<file path="config.mk">
export PLATFORM = sky130hd
export DESIGN_NAME = qam_demod_slicer_flat
export DESIGN_NICKNAME = d
export VERILOG_FILES = /design/src/rtl/qam_pkg.sv /design/src/rtl/qam_demod_slicer_if.sv /design/src/rtl/qam_corr_acc.sv /design/src/rtl/qam_demod_slicer.sv /design/src/flat_wrapper.sv
export SDC_FILE = /design/constraint.sdc
export NUM_CORES = 1
export LEC_CHECK = 0
export ABC_CLOCK_PERIOD_IN_PS = 5900
export CAP_MARGIN = 20
export CORE_MARGIN = 5
export CORE_UTILIZATION = 55
export DETAILED_ROUTE_END_ITERATION = 8
export GPL_ROUTABILITY_DRIVEN = 0
export PLACE_DENSITY = 0.71
export SYNTH_ARGS = -nofsm -noshare
export SYNTH_HDL_FRONTEND = slang
export SYNTH_SLANG_ARGS = --single-unit
</file>
<file path="constraint.sdc">
create_clock -name clk -period 5.9 [get_ports clk]
set_input_delay 1.18 -clock clk [delete_from_list [all_inputs] [get_ports clk]]
set_output_delay 1.18 -clock clk [all_outputs]
set_load 0.01 [all_outputs]
</file>
<file path="src/rtl/qam_pkg.sv">
// Shared types and constants for the 16QAM per-rail demodulator slice.
//   SYM_W        width of one rail's amplitude code
//   sym_t        2-bit amplitude code type
//   SYM_*        amplitude codes: 0=-1/2, 1=-1/6, 2=+1/6, 3=+1/2
//   THR_MUL      slicer threshold factor (decision boundary at E/3)
//   state_t      symbol-framing FSM states
package qam_pkg;

    localparam int unsigned SYM_W = 2;

    typedef logic [SYM_W-1:0] sym_t;

    localparam sym_t SYM_N1_2 = 2'd0;
    localparam sym_t SYM_N1_6 = 2'd1;
    localparam sym_t SYM_P1_6 = 2'd2;
    localparam sym_t SYM_P1_2 = 2'd3;

    localparam int unsigned THR_MUL = 3;

    typedef enum logic [0:0] {
        StIdle,
        StRun
    } state_t;

endpackage

</file>
<file path="src/rtl/qam_demod_slicer_if.sv">
// Sample-in / symbol-out bundle of the per-rail demodulator.
//   master: drives sample_valid, rx_sample, carrier, sym_start; observes results
//   slave : the demodulator; drives sym_valid, symbol, metric, sync_err
interface qam_demod_slicer_if #(
    parameter int unsigned ACC_W = 19
);
    import qam_pkg::*;

    logic                    sample_valid;
    logic signed [7:0]       rx_sample;
    logic signed [7:0]       carrier;
    logic                    sym_start;
    logic                    sym_valid;
    sym_t                    symbol;
    logic signed [ACC_W-1:0] metric;
    logic                    sync_err;

    modport master (
        output sample_valid, rx_sample, carrier, sym_start,
        input  sym_valid, symbol, metric, sync_err
    );

    modport slave (
        input  sample_valid, rx_sample, carrier, sym_start,
        output sym_valid, symbol, metric, sync_err
    );

endinterface

</file>
<file path="src/rtl/qam_corr_acc.sv">
// Two-stage multiply-accumulate for one symbol's correlation and carrier energy.
//   clk, rst_n          clock, asynchronous active-low reset
//   in_valid            sample/carrier valid this cycle
//   in_first, in_last   sample is index 0 / index SPS-1 of the symbol
//   rx_sample, carrier  signed 8-bit operands
//   acc, energy         running correlation and energy sums
//   sum_valid           one-cycle pulse: acc/energy hold a completed symbol
module qam_corr_acc #(
    parameter int unsigned ACC_W = 19
) (
    input  logic                    clk,
    input  logic                    rst_n,
    input  logic                    in_valid,
    input  logic                    in_first,
    input  logic                    in_last,
    input  logic signed [7:0]       rx_sample,
    input  logic signed [7:0]       carrier,
    output logic signed [ACC_W-1:0] acc,
    output logic signed [ACC_W-1:0] energy,
    output logic                    sum_valid
);

    logic signed [15:0]      prod_q, en_q;
    logic                    v_q, first_q, last_q;
    logic signed [ACC_W-1:0] acc_q, en_acc_q;
    logic                    done_q;
    logic signed [ACC_W-1:0] prod_x, en_x;

    // S1: products
    always_ff @(posedge clk or negedge rst_n) begin
        if (!rst_n) begin
            prod_q  <= '0;
            en_q    <= '0;
            v_q     <= 1'b0;
            first_q <= 1'b0;
            last_q  <= 1'b0;
        end else begin
            v_q     <= in_valid;
            first_q <= in_valid && in_first;
            last_q  <= in_valid && in_last;
            if (in_valid) begin
                prod_q <= rx_sample * carrier;
                en_q   <= carrier * carrier;
            end
        end
    end

    assign prod_x = {{(ACC_W-16){prod_q[15]}}, prod_q};
    assign en_x   = {{(ACC_W-16){en_q[15]}}, en_q};

    // S2: accumulate; a first-flagged product overwrites any partial sum
    always_ff @(posedge clk or negedge rst_n) begin
        if (!rst_n) begin
            acc_q    <= '0;
            en_acc_q <= '0;
            done_q   <= 1'b0;
        end else begin
            done_q <= v_q && last_q;
            if (v_q) begin
                acc_q    <= first_q ? prod_x : acc_q + prod_x;
                en_acc_q <= first_q ? en_x : en_acc_q + en_x;
            end
        end
    end

    assign acc       = acc_q;
    assign energy    = en_acc_q;
    assign sum_valid = done_q;

endmodule

</file>
<file path="src/rtl/qam_demod_slicer.sv">
// Coherent 4-PAM demodulator for one 16QAM rail: carrier correlation over one
// symbol followed by an energy-normalised 4-level slicer.
//   clk, rst_n   clock, asynchronous active-low reset
//   bus (slave)  sample_valid/rx_sample/carrier/sym_start in;
//                sym_valid/symbol/metric/sync_err out
module qam_demod_slicer
    import qam_pkg::*;
#(
    parameter int unsigned SPS   = 8,
    parameter int unsigned ACC_W = 16 + $clog2(SPS)
) (
    input logic               clk,
    input logic               rst_n,
    qam_demod_slicer_if.slave bus
);

    localparam int unsigned CNT_W = $clog2(SPS);
    localparam logic signed [ACC_W+1:0] THR = (ACC_W+2)'(THR_MUL);

    state_t           state_q, state_d;
    logic [CNT_W-1:0] cnt_q, cnt_d, idx;
    logic             take, first, last, resync;
    logic             sync_err_q;

    always_comb begin
        state_d = state_q;
        cnt_d   = cnt_q;
        idx     = cnt_q;
        take    = 1'b0;
        first   = 1'b0;
        last    = 1'b0;
        resync  = 1'b0;
        unique case (state_q)
            StIdle: begin
                if (bus.sample_valid && bus.sym_start) begin
                    state_d = StRun;
                    take    = 1'b1;
                    idx     = '0;
                end
            end
            StRun: begin
                if (bus.sample_valid) begin
                    take = 1'b1;
                    if (bus.sym_start) begin
                        // Mid-symbol start: drop the partial symbol, realign here
                        resync = (cnt_q != '0);
                        idx    = '0;
                    end
                end
            end
            default: state_d = StIdle;
        endcase
        if (take) begin
            first = (idx == '0);
            last  = (idx == CNT_W'(SPS-1));
            cnt_d = last ? '0 : idx + CNT_W'(1);
        end
    end

    always_ff @(posedge clk or negedge rst_n) begin
        if (!rst_n) begin
            state_q    <= StIdle;
            cnt_q      <= '0;
            sync_err_q <= 1'b0;
        end else begin
            state_q    <= state_d;
            cnt_q      <= cnt_d;
            sync_err_q <= resync;
        end
    end

    logic signed [ACC_W-1:0] acc, energy;
    logic                    sum_valid;

    qam_corr_acc #(
        .ACC_W (ACC_W)
    ) u_corr_acc (
        .clk       (clk),
        .rst_n     (rst_n),
        .in_valid  (take),
        .in_first  (first),
        .in_last   (last),
        .rx_sample (bus.rx_sample),
        .carrier   (bus.carrier),
        .acc       (acc),
        .energy    (energy),
        .sum_valid (sum_valid)
    );

    // Slicer: decision boundaries at 0 and +/-E/3, compared as 3*acc vs E
    logic signed [ACC_W+1:0] acc_x, en_x, acc3;
    sym_t                    slice;

    assign acc_x = {{2{acc[ACC_W-1]}}, acc};
    assign en_x  = {{2{energy[ACC_W-1]}}, energy};
    assign acc3  = acc_x * THR;

    always_comb begin
        slice = SYM_N1_2;
        if (acc3 >= en_x) begin
            slice = SYM_P1_2;
        end else if (!acc_x[ACC_W+1]) begin
            slice = SYM_P1_6;
        end else if (acc3 >= -en_x) begin
            slice = SYM_N1_6;
        end
    end

    // S3: register decision; symbol/metric hold between pulses
    logic                    sym_valid_q;
    sym_t                    symbol_q;
    logic signed [ACC_W-1:0] metric_q;

    always_ff @(posedge clk or negedge rst_n) begin
        if (!rst_n) begin
            sym_valid_q <= 1'b0;
            symbol_q    <= SYM_N1_2;
            metric_q    <= '0;
        end else begin
            sym_valid_q <= sum_valid;
            if (sum_valid) begin
                symbol_q <= slice;
                metric_q <= acc;
            end
        end
    end

    assign bus.sym_valid = sym_valid_q;
    assign bus.symbol    = symbol_q;
    assign bus.metric    = metric_q;
    assign bus.sync_err  = sync_err_q;

endmodule
</file>
<file path="src/flat_wrapper.sv">
// flat-port wrapper written by rule: the top's interface ports become plain ports
module qam_demod_slicer_flat import qam_pkg::*;
#(
    parameter int unsigned SPS   = 8,
    parameter int unsigned ACC_W = 16 + $clog2(SPS)
)
  (clk, rst_n, bus_sample_valid, bus_rx_sample, bus_carrier, bus_sym_start, bus_sym_valid, bus_symbol, bus_metric, bus_sync_err);
  qam_demod_slicer_if #(.ACC_W(ACC_W)) bus_i ();
  input logic clk;
  input logic rst_n;
  input wire logic [$bits(bus_i.sample_valid)-1:0] bus_sample_valid;
  input wire logic [$bits(bus_i.rx_sample)-1:0] bus_rx_sample;
  input wire logic [$bits(bus_i.carrier)-1:0] bus_carrier;
  input wire logic [$bits(bus_i.sym_start)-1:0] bus_sym_start;
  output wire logic [$bits(bus_i.sym_valid)-1:0] bus_sym_valid;
  output wire logic [$bits(bus_i.symbol)-1:0] bus_symbol;
  output wire logic [$bits(bus_i.metric)-1:0] bus_metric;
  output wire logic [$bits(bus_i.sync_err)-1:0] bus_sync_err;
  assign bus_i.sample_valid = bus_sample_valid;
  assign bus_i.rx_sample = bus_rx_sample;
  assign bus_i.carrier = bus_carrier;
  assign bus_i.sym_start = bus_sym_start;
  assign bus_sym_valid = bus_i.sym_valid;
  assign bus_symbol = bus_i.symbol;
  assign bus_metric = bus_i.metric;
  assign bus_sync_err = bus_i.sync_err;
  qam_demod_slicer #(.SPS(SPS), .ACC_W(ACC_W)) u_core (.clk(clk), .rst_n(rst_n), .bus(bus_i));
endmodule
</file>
**After elaboration in Yosys (flattened, before gate mapping)**

Index checks and enable logic that the tools add are counted.

- RAM bits: 0
- Latch bits: 0
- Memory bits (read-only): 0
- Memories kept: 0
- Register bits: 101
- Output and inout bits: 23

- Bitwise logic cells: 1
- Equal/unequal tests: 1
- Shift operators: 0
- $mul: 3
- Order comparisons: 2
- $add $sub $neg: 4
- Div/mod/pow operators: 0
- Reductions and logical operators: 6
- Multiplexer cells: 19

Operator list:

| kind | number |
|---|---|
| adder 19 x 16 -> 19 bit | 2 |
| two-way mux 19 bit | 2 |
| multiplier 8 x 8 -> 16 bit | 2 |
| >= comparator 21 x 19 -> 1 bit | 1 |
| >= comparator 21 bit | 1 |
| multiplier 19 x 3 -> 21 bit, second input constant | 1 |
| negator 19 -> 21 bit | 1 |
| two-way mux 3 bit | 4 |
| two-way mux 1 bit | 9 |
| case mux 3 bit (2 select lines) | 1 |
| logical AND 1 bit | 4 |
| two-way mux 2 bit | 2 |
| adder 3 x 1 -> 3 bit, second input constant | 1 |
| == test 3 bit, second input constant | 1 |
| zero test 3 bit | 1 |
| nonzero test 3 bit | 1 |
| case mux 1 bit (2 select lines) | 1 |
| inverter 1 bit | 1 |

**Depth between registers and ports, before layout**

Gate-level depths: netlist of run 1.

- Depth after elaboration: 6
- Depth in mapped cells: 20

**By module**

From an unflattened synthesis of run 1, not the netlist that was laid out.

- Cell total of the unflattened synthesis: 1393
- Area, all modules: 12572.1 um2

By module, submodules not included:

| module | area each (um2) | cells each | instances |
|---|---|---|---|
| qam_corr_acc | 9162.5 | 1010 | 1 |
| qam_demod_slicer | 3409.5 | 383 | 1 |

**Worst setup path before layout of run 1**

Ideal clock, no wire load.

- Path type: input -> register
- From: in bus_carrier[2]
- To: reg u_core.u_corr_acc.prod_q[15]
- Data required time: 5766 ps
- Stages: 16
- Setup slack: 429 ps
- Arrival time: 5337 ps
- Cells stage by stage: clkbuf_1 clkbuf_1 and2_1 fa_1 fa_1 fa_1 inv_1 fa_1 inv_1 ha_1 and2_1 a221oi_1 o21ai_1 o41ai_1 xnor2_1 o21ai_0

- Longest elaborated chain between the ends: 1

RTL lines:

| element | RTL line | text |
|---|---|---|
| start: declaration | flat_wrapper.sv:13 | `input wire logic [$bits(bus_i.carrier)-1:0] bus_carrier;` |
| multiplier 8 x 8 -> 16 bit | qam_corr_acc.sv:42 | `prod_q <= rx_sample * carrier;` |
| end signal: assignment | qam_corr_acc.sv:42 |  |
| end: declaration | qam_corr_acc.sv:23 | `logic signed [15:0] prod_q, en_q;` |

No other way between the ends.
A chain may end at the register's enable or synchronous reset.

**Worst setup path in the final report of run 1**

- From: in bus_carrier[6]
- To: reg u_core.u_corr_acc.en_q[12]

- Longest elaborated chain between the ends: 1

RTL lines:

| element | RTL line | text |
|---|---|---|
| multiplier 8 x 8 -> 16 bit | qam_corr_acc.sv:43 | `en_q <= carrier * carrier;` |
| end signal: assignment | qam_corr_acc.sv:43 |  |
| end: declaration | qam_corr_acc.sv:23 |  |

No other way between the ends.

==> results of run 1 <==
==> Yosys cell counts, types with 30 or more instances <==
cell type / number / area share
inv_1: 184 / 0.056
ha_1: 170 / 0.17
nand2_1: 137 / 0.042
fa_1: 103 / 0.17
dfrtp_1: 100 / 0.20
a21oi_1: 74 / 0.030
o21ai_0: 67 / 0.027
nor2_1: 65 / 0.020
xnor2_1: 63 / 0.045
and2_1: 59 / 0.030
clkbuf_1: 33 / 0.010
a21o_1: 30 / 0.018
==> routing by layer <==
layer / vias to the layer above / GRT usage / part of all wire
li1: 4747 / - / -
met5: - / 0 / 0
met1: 4443 / 0.279 / 0.48
met4: 0 / 0.0543 / 0.023
met2: 148 / 0.343 / 0.47
met3: 50 / 0.0176 / 0.026
==> worst max path at each step <==
stage,from,endpoint,slack [ns],cells after the start
2_1_floorplan,bus_carrier[2],u_core.u_corr_acc.prod_q[15],0.43,16
3_3_place_gp,bus_carrier[6],u_core.u_corr_acc.en_q[15],0.03,18
3_5_place_dp,bus_carrier[4],u_core.u_corr_acc.en_q[12],-0.05,19
4_1_cts,bus_carrier[4],u_core.u_corr_acc.en_q[12],0.31,19
5_1_grt,bus_carrier[6],u_core.u_corr_acc.en_q[15],0.04,18
6_report,bus_carrier[6],u_core.u_corr_acc.en_q[12],0.34,18
==> repair_timing <==
item / 4_1_cts / 5_1_grt
resized for setup: 0 / 3
hold buffers: 0 / 0
setup endpoints to repair: 0 / 2
==> final cells by class <==
| class | count | area [sq um] | area share |
|---|---|---|---|
| Clock buffer | 9 | 225 | 0.0166 |
| Multi-Input combinational cell | 1054 | 8950 | 0.658 |
| Timing Repair Buffer | 84 | 786 | 0.0578 |
| Clock inverter | 7 | 85.1 | 0.00626 |
| Sequential cell | 100 | 2500 | 0.184 |
| Tap cell | 280 | 350 | 0.0258 |
| Inverter | 184 | 691 | 0.0508 |
==> registers in the layout, indices dropped and copies added (netlist names) <==
| name | count |
|---|---|
| u_core.state_q | 1 |
| u_core.u_corr_acc.first_q | 1 |
| u_core.u_corr_acc.v_q | 1 |
| u_core.u_corr_acc.acc | 19 |
| u_core.u_corr_acc.last_q | 1 |
| u_core.cnt_q | 3 |
| u_core.u_corr_acc.energy | 19 |
| u_core.u_corr_acc.en_q | 15 |
| u_core.u_corr_acc.prod_q | 16 |
| u_core.bus.metric | 19 |
| u_core.u_corr_acc.sum_valid | 1 |
| u_core.bus.symbol | 2 |
| u_core.bus.sym_valid | 1 |
| u_core.bus.sync_err | 1 |
==> kinds of logic (layout without fill, tap and decap cells) <==
| group | count (synthesis) | after routing | synth area share |
|---|---|---|---|
| AND/OR/NAND/NOR | 396 | 396 | 0.160 |
| adder cells (fa/ha/maj) | 273 | 273 | 0.342 |
| AO/OA/AOI/OAI | 270 | 270 | 0.139 |
| buffers and inverters | 222 | 284 | 0.0679 |
| flip-flops | 100 | 100 | 0.204 |
| XOR/XNOR | 84 | 84 | 0.0600 |
| multiplexers | 31 | 31 | 0.0275 |
==> per-stage QoR <==
stage / hold slack, ns / util / setup TNS [ns]
after floorplan: 0.428 / - / 0
after global placement: 0.433 / 0.606 / 0
after detailed placement: 0.460 / 0.606 / -0.130
after CTS: 0.471 / 0.620 / 0
after global routing: 0.476 / 0.621 / 0
final: 0.475 / 0.621 / 0
==> impl_metrics.ini, run 1 <==
[hold_path]
hold_end = u_core.u_corr_acc.sum_valid
holdCritPathClass = register to register
min-delay-start = u_core.u_corr_acc.last_q
min_path_cells = 1

[setup_path]
rr_startpoint = u_core.u_corr_acc.acc[1]
reg2reg_slack_ns = 1.11
worstPathRequired_ns = 6.16
cp_top_family = adder cells
critical_path.startpoint_type = primary input
crit_path_cell_trace = clkdlybuf4s50_1, buf_4, and2_1, ha_1, inv_1, fa_1, fa_1, fa_1, inv_1, ha_1, nor2b_1, o21ai_0, a21oi_1, o21a_1, o21a_1, o21a_1, o21a_1, o31ai_1
cpMostUsedCell = o21a_1
cp_max_fo = 9
crit_arrival_ns = 5.81
critPathMaxStageDelay_ns = 0.56
rr_worst_depth = 20
timing.rr.end = u_core.bus.symbol[0]
critPathBufInv = 4
path_class = primary input to register
cp-end-kind = register
cpMaxStageDelayCell = fa_1

[yosys]
syn_area_sq_mm = 0.0123
synth_nets = 1669
postSynthCellCount = 1376
ys_seq_elements = 100
ys.flop_type = dfrtp_1
async_flop_share = 1.00
yosys_warnings = 0
synth_edf_count = 0
seq_area_frac_synth = 0.204
yosysUniqueCellTypes = 60
avgSynthCellArea_sq_um = 8.91

[cells_and_area]
nets = 1726
final_cell_mix = inv_1, ha_1, nand2_1
mostFrequentLayoutCell = inv_1
finalNonFillerCells = 1718
area.growth.synth_to_final_pct = 10.8
drive_gt1_frac = 0.0682
fill_cells = 1897
fin_area_sq_mm = 0.0136
antennaDiodeCount = 0

[placement]
dp_hpwl_um = 20500
dpl-instance-area_sq_mm = 0.0133
port_buffers = 42
place_ws_ns = -0.0459
dp.cells = 1702

[clocking]
cts_root_buf = clkbuf_16
htreeDepth = 3
clock_path_buffers = 2
cts_made_buffers = 9
cts_num_sinks = 100
clkLatencyLatePin_ns = 0.35
cts_tree = done
clk_pin_slew_ns = 0.07
cts_setup_buffers = 0

[sta]
setup_ws_ns = 0.343
skew_ns = 0.00648
slew-limit-headroom = 0.375
hold_viol = 0
worst_pin_slew_ns = 0.938
period_share = 0.942
finalMaxSlewViolations = 0
fmax_mhz = 180
fin_crit_ns = 5.56
setup_viol = 0
grt_setup_unrepaired = false

[routing]
viasPerCell = 5.46
wirelength_um = 25300
num_vias = 9388
wl_per_cell_um = 14.7
dr.pass1.iters = 5
drtIter0Drc = 432
drtAntennaViolNets = 0
drc = 0

[floorplanning]
pin_count = 43
core_sq_mm = 0.0219
die_height_um = 159
die_w_um = 159
die_area_sq_mm = 0.0254
start_util = 0.560
rows = 54

[outcome]
status = complete, no violations

[global_routing]
antenna_found_initial = 0
grt_max_degree = 82
grt.total_usage = 0.202
grt_pass1_wl_um = 44000
grt_pass1_vias = 9413
overflow = 0

[flow_run]
max-cap-violations = 0
Power of run 1 is left out: the tool's default activity adds up to more than one toggle a clock period on the data nets, which glitch-free logic cannot reach.
==> run 2: changes to the inputs <==
Settings changed: MAX_ROUTING_LAYER from default to met4.
==> run 2 against run 1 <==
Sequential cell count unchanged. Highest routed layer unchanged. Cell count stayed put. Via count barely moved.
==> impl_metrics.ini, run 2 (synthesis results as in run 1) <==
[cells_and_area]
finalNonFillerCells = 1718
final_cell_mix = inv_1, ha_1, nand2_1
drive_gt1_frac = 0.0682
multiInputGateArea_sq_mm = 0.00895
nets = 1726
fill_cells = 1897
fin_area_sq_mm = 0.0136
mostFrequentLayoutCell = inv_1
area.growth.synth_to_final_pct = 10.8
antennaDiodeCount = 0
regArea_sq_mm = 0.00250

[sta]
finalMaxSlewViolations = 0
slew-limit-headroom = 0.375
fmax_mhz = 180
skew_ns = 0.00673
hold_viol = 0
setup_viol = 0
period_share = 0.942
worst_pin_slew_ns = 0.938
grt_setup_unrepaired = false
fin_crit_ns = 5.56

[setup_path]
path_class = primary input to register
critPathBufInv = 4
cp_max_fo = 9
crit_arrival_ns = 5.82
critPathMaxStageDelay_ns = 0.56
worstPathRequired_ns = 6.16
cpMaxStageDelayCell = fa_1
cp-end-kind = register
critical_path.startpoint_type = primary input
cpMostUsedCell = o21a_1
cp_top_family = adder cells
crit_path_cell_trace = clkdlybuf4s50_1, buf_4, and2_1, ha_1, inv_1, fa_1, fa_1, fa_1, inv_1, ha_1, nor2b_1, o21ai_0, a21oi_1, o21a_1, o21a_1, o21a_1, o21a_1, o31ai_1

[routing]
wl_per_cell_um = 14.7
viasPerCell = 5.47
wl_met1_um = 12000
dr.pass1.iters = 5
drtAntennaViolNets = 0
num_vias = 9389
drtIter0Drc = 427
wl_met3_um = 764
routed-wl-met2_um = 12000
routed.top_layer = met4
drc = 0
wirelength_um = 25300

[floorplanning]
pin_count = 43
die_height_um = 159
rows = 54
core_sq_mm = 0.0219
start_util = 0.560
die_w_um = 159
die_area_sq_mm = 0.0254

[clocking]
cts_setup_buffers = 0
cts_hold_buf = 0
cts_made_buffers = 9
cts_root_buf = clkbuf_16
clock_path_buffers = 2
cts_num_sinks = 100
clkLatencyLatePin_ns = 0.35
cts_resized = 0
htreeDepth = 3
clk_pin_slew_ns = 0.07
cts_tree = done

[placement]
dp.cells = 1702
dp_hpwl_um = 20500
port_buffers = 42
dpl-instance-area_sq_mm = 0.0133

[global_routing]
grt_pass1_wl_um = 44000
grt_pass1_vias = 9409
antenna_found_initial = 0
overflow = 0
grt_max_degree = 82
grt.total_usage = 0.208

[flow_run]
max-cap-violations = 0

[outcome]
status = complete, no violations

[hold_path]
holdCritPathClass = register to register
## run 2: cell counts in the layout (fill, tap and decap cells not counted)
No cell type changed its count.
## run 2: cell type report
cell class | instances | area share
sequential | 100 | 0.184
timing repair buffer | 84 | 0.0578
clock inverter | 7 | 0.00626
multi-input combinational | 1054 | 0.658
clock buffer | 9 | 0.0166
inverter | 184 | 0.0508
tap | 280 | 0.0258
## run 2: worst paths after layout
| check | endpoint | slack, ns | start | cells past startpoint |
|---|---|---|---|---|
| worst max-delay path | u_core.u_corr_acc.en_q[12] | 0.34 | bus_carrier[6] | 18 |
| worst min-delay path | u_core.u_corr_acc.sum_valid | 0.47 | u_core.u_corr_acc.last_q | 1 |
| worst max register to register | u_core.bus.symbol[0] | 1.10 | u_core.u_corr_acc.acc[1] | 20 |
| worst min register to register | u_core.u_corr_acc.sum_valid | 0.47 | u_core.u_corr_acc.last_q | 1 |
| max in group asynchronous | u_core.u_corr_acc.acc[1] | 4.04 | rst_n | 2 |
| min in group asynchronous | u_core.bus.metric[0] | 0.91 | rst_n | 1 |
## run 2: per-layer routing
layer	track usage	up-vias
met4	0.0543	0
met1	0.279	4426
met2	0.344	172
li1	-	4747
met3	0.0173	44
met5	-	-
## run 2: worst register-to-register path, delay by kind of cell, from the launching register on
kind            cells  cell delay (ns)
compound gates     10             1.67
xor+xnor            1             0.13
fa+ha+maj           4             1.28
flops               1             0.47
mux                 1             0.31
simple gates        4             0.78
## run 2: stage by stage
step / utilization / worst slack (ns) / hold WS, ns / TNS (ns)
after floorplan: - / 0.429 / 0.428 / 0
after global placement: 0.606 / 0.0324 / 0.433 / 0
after detailed placement: 0.606 / -0.0459 / 0.460 / -0.130
after CTS: 0.620 / 0.306 / 0.471 / 0
after global routing: 0.621 / 0.0439 / 0.476 / 0
final: 0.621 / 0.344 / 0.471 / 0
Power of run 2 is left out for the same reason.
